[src/rtl/bus_pkg.sv]
// Shared bus definitions used by the bus master and the register-file slave.
//   - BUS_DATA_WIDTH / BUS_ADDR_WIDTH : default widths of bus_if.
//   - bus_slv_state_t                 : slave handshake state encoding.
//   - cnt_width / idx_width           : width helpers that never return 0,
//                                       so degenerate parameter choices
//                                       (no wait states, one register) still
//                                       produce legal vector declarations.
package bus_pkg;

  localparam int BUS_DATA_WIDTH = 32;
  localparam int BUS_ADDR_WIDTH = 16;

  typedef enum logic [1:0] {
    S_IDLE = 2'd0,
    S_WAIT = 2'd1,
    S_RESP = 2'd2
  } bus_slv_state_t;

  // Width of a counter that must hold 0..n.
  function automatic int cnt_width(input int n);
    return (n > 0) ? $clog2(n + 1) : 1;
  endfunction

  // Width of an index that selects one of n entries.
  function automatic int idx_width(input int n);
    return (n > 1) ? $clog2(n) : 1;
  endfunction

endpackage

[src/rtl/bus_regfile.sv]
// NUM_REGS x DATA_WIDTH register array behind bus_slave_regfile.
// Ports:
//   clk    in  1           clock, rising edge
//   reset  in  1           asynchronous clear, active-low (all entries -> 0)
//   we     in  1           write enable for entry idx
//   idx    in  IDX_W       entry index shared by the write and read ports
//   wdata  in  DATA_WIDTH  write data
//   rdata  out DATA_WIDTH  combinational read of entry idx (0 if idx is past
//                          the last entry, which only happens when NUM_REGS
//                          is not a power of two)
module bus_regfile
  import bus_pkg::*;
#(
  parameter int DATA_WIDTH = BUS_DATA_WIDTH,
  parameter int NUM_REGS   = 16,
  parameter int IDX_W      = idx_width(NUM_REGS)
) (
  input  logic                  clk,
  input  logic                  reset,
  input  logic                  we,
  input  logic [IDX_W-1:0]      idx,
  input  logic [DATA_WIDTH-1:0] wdata,
  output logic [DATA_WIDTH-1:0] rdata
);

  logic [DATA_WIDTH-1:0] regs [NUM_REGS];

  always_ff @(posedge clk or negedge reset) begin
    if (!reset) begin
      for (int i = 0; i < NUM_REGS; i++) begin
        regs[i] <= '0;
      end
    end else if (we) begin
      regs[idx] <= wdata;
    end
  end

  always_comb begin
    rdata = '0;
    if (32'(idx) < NUM_REGS) begin
      rdata = regs[idx];
    end
  end

endmodule

[src/rtl/bus_slave_regfile.sv]
// Responder end of bus_if (slave_reg modport). Accepts one request at a time,
// waits WAIT_CYCLES cycles, commits it against the register file and then
// holds the response until the master takes it with ready.
// Ports:
//   clk         in  1           clock, rising edge
//   reset       in  1           asynchronous reset, active-low
//   addr        in  ADDR_WIDTH  word address from master
//   write_data  in  DATA_WIDTH  write data from master
//   write       in  1           1 = write request, 0 = read request
//   valid       in  1           request valid (only looked at while idle)
//   ready       in  1           master takes the response (only looked at
//                               while a response is pending)
//   read        out 1           response valid, for reads and writes alike
//   read_data   out DATA_WIDTH  read result; 0 for writes, for out-of-range
//                               reads and whenever read is low
//   access_err  out 1           one-cycle pulse with the first response cycle
//                               of an out-of-range request
module bus_slave_regfile
  import bus_pkg::*;
#(
  parameter int                  DATA_WIDTH  = BUS_DATA_WIDTH,
  parameter int                  ADDR_WIDTH  = BUS_ADDR_WIDTH,
  parameter logic [ADDR_WIDTH-1:0] BASE_ADDR = '0,
  parameter int                  NUM_REGS    = 16,
  parameter int                  WAIT_CYCLES = 1
) (
  input  logic                  clk,
  input  logic                  reset,
  input  logic [ADDR_WIDTH-1:0] addr,
  input  logic [DATA_WIDTH-1:0] write_data,
  input  logic                  write,
  input  logic                  valid,
  input  logic                  ready,
  output logic                  read,
  output logic [DATA_WIDTH-1:0] read_data,
  output logic                  access_err
);

  localparam int CNT_W = cnt_width(WAIT_CYCLES);
  localparam int IDX_W = idx_width(NUM_REGS);
  localparam bit ZERO_WAIT = (WAIT_CYCLES == 0);
  localparam logic [CNT_W-1:0] WAIT_LAST =
    CNT_W'((WAIT_CYCLES > 0) ? (WAIT_CYCLES - 1) : 0);
  localparam logic [ADDR_WIDTH:0] NUM_REGS_EXT = (ADDR_WIDTH + 1)'(NUM_REGS);

  bus_slv_state_t state_q, state_d;
  logic [CNT_W-1:0] wait_cnt_q;

  // Request captured at acceptance; bus inputs are ignored after that.
  logic [ADDR_WIDTH-1:0] lat_addr_q;
  logic [DATA_WIDTH-1:0] lat_wdata_q;
  logic                  lat_write_q;

  logic [DATA_WIDTH-1:0] read_data_q;
  logic                  access_err_q;

  // Request being committed this cycle. With no wait states the commit
  // happens on the accepting edge, so the live bus is used directly;
  // otherwise the latched copy is.
  logic [ADDR_WIDTH-1:0] c_addr;
  logic [DATA_WIDTH-1:0] c_wdata;
  logic                  c_write;
  logic [ADDR_WIDTH:0]   c_diff;
  logic                  c_hit;
  logic                  wait_last;
  logic                  commit;

  logic                  rf_we;
  logic [IDX_W-1:0]      rf_idx;
  logic [DATA_WIDTH-1:0] rf_rdata;

  assign c_addr  = (state_q == S_IDLE) ? addr       : lat_addr_q;
  assign c_wdata = (state_q == S_IDLE) ? write_data : lat_wdata_q;
  assign c_write = (state_q == S_IDLE) ? write      : lat_write_q;

  // One extra bit catches a borrow, so addresses below BASE_ADDR are rejected
  // instead of wrapping around into the register window.
  assign c_diff = {1'b0, c_addr} - {1'b0, BASE_ADDR};
  assign c_hit  = !c_diff[ADDR_WIDTH] &&
                  ({1'b0, c_diff[ADDR_WIDTH-1:0]} < NUM_REGS_EXT);
  assign rf_idx = c_diff[IDX_W-1:0];

  assign wait_last = (state_q == S_WAIT) && (wait_cnt_q == WAIT_LAST);

  bus_regfile #(
    .DATA_WIDTH (DATA_WIDTH),
    .NUM_REGS   (NUM_REGS),
    .IDX_W      (IDX_W)
  ) u_regfile (
    .clk   (clk),
    .reset (reset),
    .we    (rf_we),
    .idx   (rf_idx),
    .wdata (c_wdata),
    .rdata (rf_rdata)
  );

  // State register and control
  always_ff @(posedge clk or negedge reset) begin
    if (!reset) begin
      state_q      <= S_IDLE;
      wait_cnt_q   <= '0;
      read_data_q  <= '0;
      access_err_q <= 1'b0;
    end else begin
      state_q      <= state_d;
      access_err_q <= commit && !c_hit;

      if (state_q == S_IDLE) begin
        wait_cnt_q <= '0;
      end else if (state_q == S_WAIT) begin
        wait_cnt_q <= wait_cnt_q + 1'b1;
      end

      // Cleared on the handshake so read_data is 0 whenever read is low.
      if (commit) begin
        read_data_q <= (!c_write && c_hit) ? rf_rdata : '0;
      end else if ((state_q == S_RESP) && ready) begin
        read_data_q <= '0;
      end
    end
  end

  // Request capture (data path, no reset needed: only read after acceptance)
  always_ff @(posedge clk) begin
    if ((state_q == S_IDLE) && valid) begin
      lat_addr_q  <= addr;
      lat_wdata_q <= write_data;
      lat_write_q <= write;
    end
  end

  // Next-state logic
  always_comb begin
    state_d = state_q;
    case (state_q)
      S_IDLE:  if (valid)     state_d = ZERO_WAIT ? S_RESP : S_WAIT;
      S_WAIT:  if (wait_last) state_d = S_RESP;
      S_RESP:  if (ready)     state_d = S_IDLE;
      default:                state_d = S_IDLE;
    endcase
  end

  // Outputs and commit strobes
  always_comb begin
    commit     = ((state_q == S_IDLE) && valid && ZERO_WAIT) || wait_last;
    rf_we      = commit && c_write && c_hit;
    read       = (state_q == S_RESP);
    read_data  = read_data_q;
    access_err = access_err_q;
  end

endmodule

[config.mk]
export PLATFORM = sky130hd
export DESIGN_NAME = bus_slave_regfile
export DESIGN_NICKNAME = d
export VERILOG_FILES = /design/src/rtl/bus_pkg.sv /design/src/rtl/bus_regfile.sv /design/src/rtl/bus_slave_regfile.sv
export SDC_FILE = /design/constraint.sdc
export NUM_CORES = 1
export LEC_CHECK = 0
export ABC_AREA = 1
export CAP_MARGIN = 20
export CORE_ASPECT_RATIO = 0.9
export CORE_MARGIN = 3
export CORE_UTILIZATION = 50
export CTS_CLUSTER_DIAMETER = 50
export DETAILED_ROUTE_END_ITERATION = 8
export PLACE_DENSITY = 0.73
export SETUP_SLACK_MARGIN = 0.15
export SLEW_MARGIN = 30
export SYNTH_ARGS = -nofsm -noshare
export SYNTH_HDL_FRONTEND = slang
export SYNTH_SLANG_ARGS = --single-unit
[constraint.sdc]
create_clock -name clk -period 4.84 [get_ports clk]
set_clock_uncertainty 0.15 [all_clocks]
set_input_delay 0.726 -clock clk [delete_from_list [all_inputs] [get_ports clk]]
set_output_delay 0.726 -clock clk [all_outputs]
set_load 0.01 [all_outputs]
==> out/results.tsv <==
metric	value	unit
portBuffers	86	
synth_compound_area_share	9.48	%
synth_nets	4001	
rows	83	
grt_pass1_vias	23400	
clk_latency	0.63	ns
violations	hold timing	
slew_headroom	31.7	%
period_share	72.9	%
p_per_area	510	mW/mm2
final_util	57.6	%
cts.sinks	597	
ioPinCount	87	
yosys.area_share.simple	27.2	%
nFillCells	5212	
drc	0	
ant_nets	0	
dp_hpwl	46700	um
drt-pass1-iter-count	6	
whs	-0.0196	ns
maxCapViolations	0	
drv_slew	0	
grt_pass1_wl	131000	um
yosysSeqAreaShare	52.0	%
fin_setup_tns	0	ns
ys_types	26	
post_cts_buffers	0	
path_cells	nor2_4 > buf_4 > nor2_1 > nand2_1 > nand2_1 > nand3_2 > inv_2 > nand2_2 > buf_4 > o21ai_0	
multi_input_area	0.0113	mm2
clock_path_buffers	3	
ys_seq_elements	597	
synth-xor-area-share	0	%
rrSetupSlack	1.31	ns
antenna_found_initial	0	
finalHoldViolCount	6	
cts_resized	0	
dr_total_vias	24700	
yosysTopAreaCellShare	46.9	%
hold_class	in2async	
cts.clk_slew.worst_paths	0.06	ns
htree_levels	2	
critPathLaunchType	register	
setup_violations	0	
cts_inserted_buffers	61	
path_class	reg2reg	
worst_ep_arrival_time	3.85	ns
synthAdderAreaFrac	0	%
initial_core_util	50.9	%
worstPathRequired	5.16	ns
max_freq	283	MHz
wl	81400	um
status	finished, violations left	
synth_warnings	0	
avgRoutedWirePerCell	17.2	um
p_total	16.9	mW
cp_slowest_stage_delay	0.65	ns
viasPerCell	5.22	
core	0.0574	mm2
cts_root_buf	clkbuf_16	
period_minus_slack	3.53	ns
dr.first_iter.drc_count	2604	
regArea	0.0152	mm2
holdBufCountCts	0	
syn_to_final_growth	13.3	%
slowest_stage	nand2_2	
fp.dieW	261	um
synth.area.top_cells	dfrtp_1 47%, nand2_1 22%, o21ai_1 7.2%	
syn_avg_cell_area	7.40	um2
p_leak	16.0	nW
die_area	0.0614	mm2
cts_tree	yes	
nets	3973	
vdd_drop_max	479	uV
synth_top_family_by_area	simple AND/OR/NAND/NOR gates	
worstMarginPinSlew	1.02	ns
grt_setup_unrepaired	no	
synth_mux_area_share	1.10	%
critPathCaptureType	register	
antenna_cells	0	
grt_use_total	26.8	%
routabilityCongestion	0.810	
die_h	235	um
grt_max_degree	112	
syn_area	0.0292	mm2
cp_max_fo	35	
drive_gt1_share	5.87	%
yosysTopAreaCell	dfrtp_1	
grt_overflow	0	
synth_cells	3948	
[Yosys cell counts]
library cell  instances
buf_6                 1
nand2_2              17
o21ai_2               1
mux2i_1              32
nand3_1             164
o21ai_1             422
a21oi_1              23
nor2_1               61
clkbuf_1            143
o21ai_0              90
nor3_1                1
nand2_1            1711
buf_4                 1
nand3b_1             41
buf_2                77
edfxtp_1             49
nor2_4                1
o31ai_1               1
a31o_2                1
nand3_2               1
inv_2                 5
nor2_2                5
buf_1                30
o21bai_1              9
inv_1               513
dfrtp_1             548
[area by class of cell]
cell class	count	area share [%]
Timing Repair Buffer	161	4.93
Tap cell	765	2.89
Clock inverter	29	1.09
Clock buffer	82	5.25
Multi-Input combinational cell	2581	34.1
Inverter	518	5.88
Sequential cell	597	45.9
[per-layer routing]
layer / wire, um / vias up / global-route usage (%) / part of all wire (%)
li1: - / 12000 / - / -
met1: 35800 / 11600 / 38.0 / 44
met2: 37100 / 929 / 42.8 / 46
met3: 6190 / 151 / 3.73 / 7.6
met4: 2250 / 0 / 8.16 / 2.8
met5: 0 / - / 0 / 0
[path summary, 6_finish.rpt]
kind                                               start                              end  depth (start not counted)
worst min register to register  read_data[8]$_DFFE_PN0P_         read_data[8]$_DFFE_PN0P_                          2
max in group asynchronous                          reset        read_data[19]$_DFFE_PN0P_                          2
min in group clk                read_data[8]$_DFFE_PN0P_         read_data[8]$_DFFE_PN0P_                          2
worst min-delay path                               reset  u_regfile.regs[393]$_DFFE_PN0P_                          1
worst max-delay path              state_q[0]$_DFFE_PN0P_  u_regfile.regs[420]$_DFFE_PN0P_                         10
worst max register to register    state_q[0]$_DFFE_PN0P_  u_regfile.regs[420]$_DFFE_PN0P_                         10
[cell families after synthesis]
group	after synthesis
buf+inv	770
compound gates	547
mux	32
simple gates	2002
flops	597
[cells in the final DEF, fill, tap and decap left out, drive strengths merged]
cell type and n:
nand2 1728, dfrtp 548, inv 522, o21ai 513
nand3 165, clkdlybuf4s50 85, clkbuf 82, buf 76
nor2 67, edfxtp 49, nand3b 41, mux2i 32
a21oi 23, clkinv 16, o21bai 9, bufinv 8
nor3 1, a31o 1, o31ai 1, clkinvlp 1
[report_power, final]
part           internal, mW  switching, mW  total [mW]  leakage (nW)
Combinational          1.90           4.78        6.68          6.82
Clock                  2.93           2.04        4.98          1.05
Sequential             5.18         0.0471        5.22          8.12
[metrics by stage]
step | cell area (um2) | cells | hold slack (ns) | setup slack [ns]
after global placement | 30900 | 4622 | 0.310 | 1.20
after floorplan | 29200 | 3948 | 0.280 | 1.40
after global routing | 33100 | 4733 | 0.0507 | 1.13
after CTS | 33000 | 4733 | 0.0249 | 1.35
final | 33100 | 4733 | -0.0196 | 1.31
after detailed placement | 30900 | 4622 | 0.319 | 1.12
[state kept, by name, indices dropped and copies added (netlist names)]
signal	flops
u_regfile.regs	512
lat_wdata_q	32
read_data	32
lat_addr_q	16
state_q	2
access_err	1
lat_write_q	1
wait_cnt_q	1
[critical path, delay by kind of cell, from the launching register on]
| kind | cells | cell delay, ns |
|---|---|---|
| flops | 1 | 0.44 |
| compound gates | 1 | 0.16 |
| buf+inv | 3 | 1.04 |
| simple gates | 6 | 1.54 |
Power figures use the tool's default switching activity.
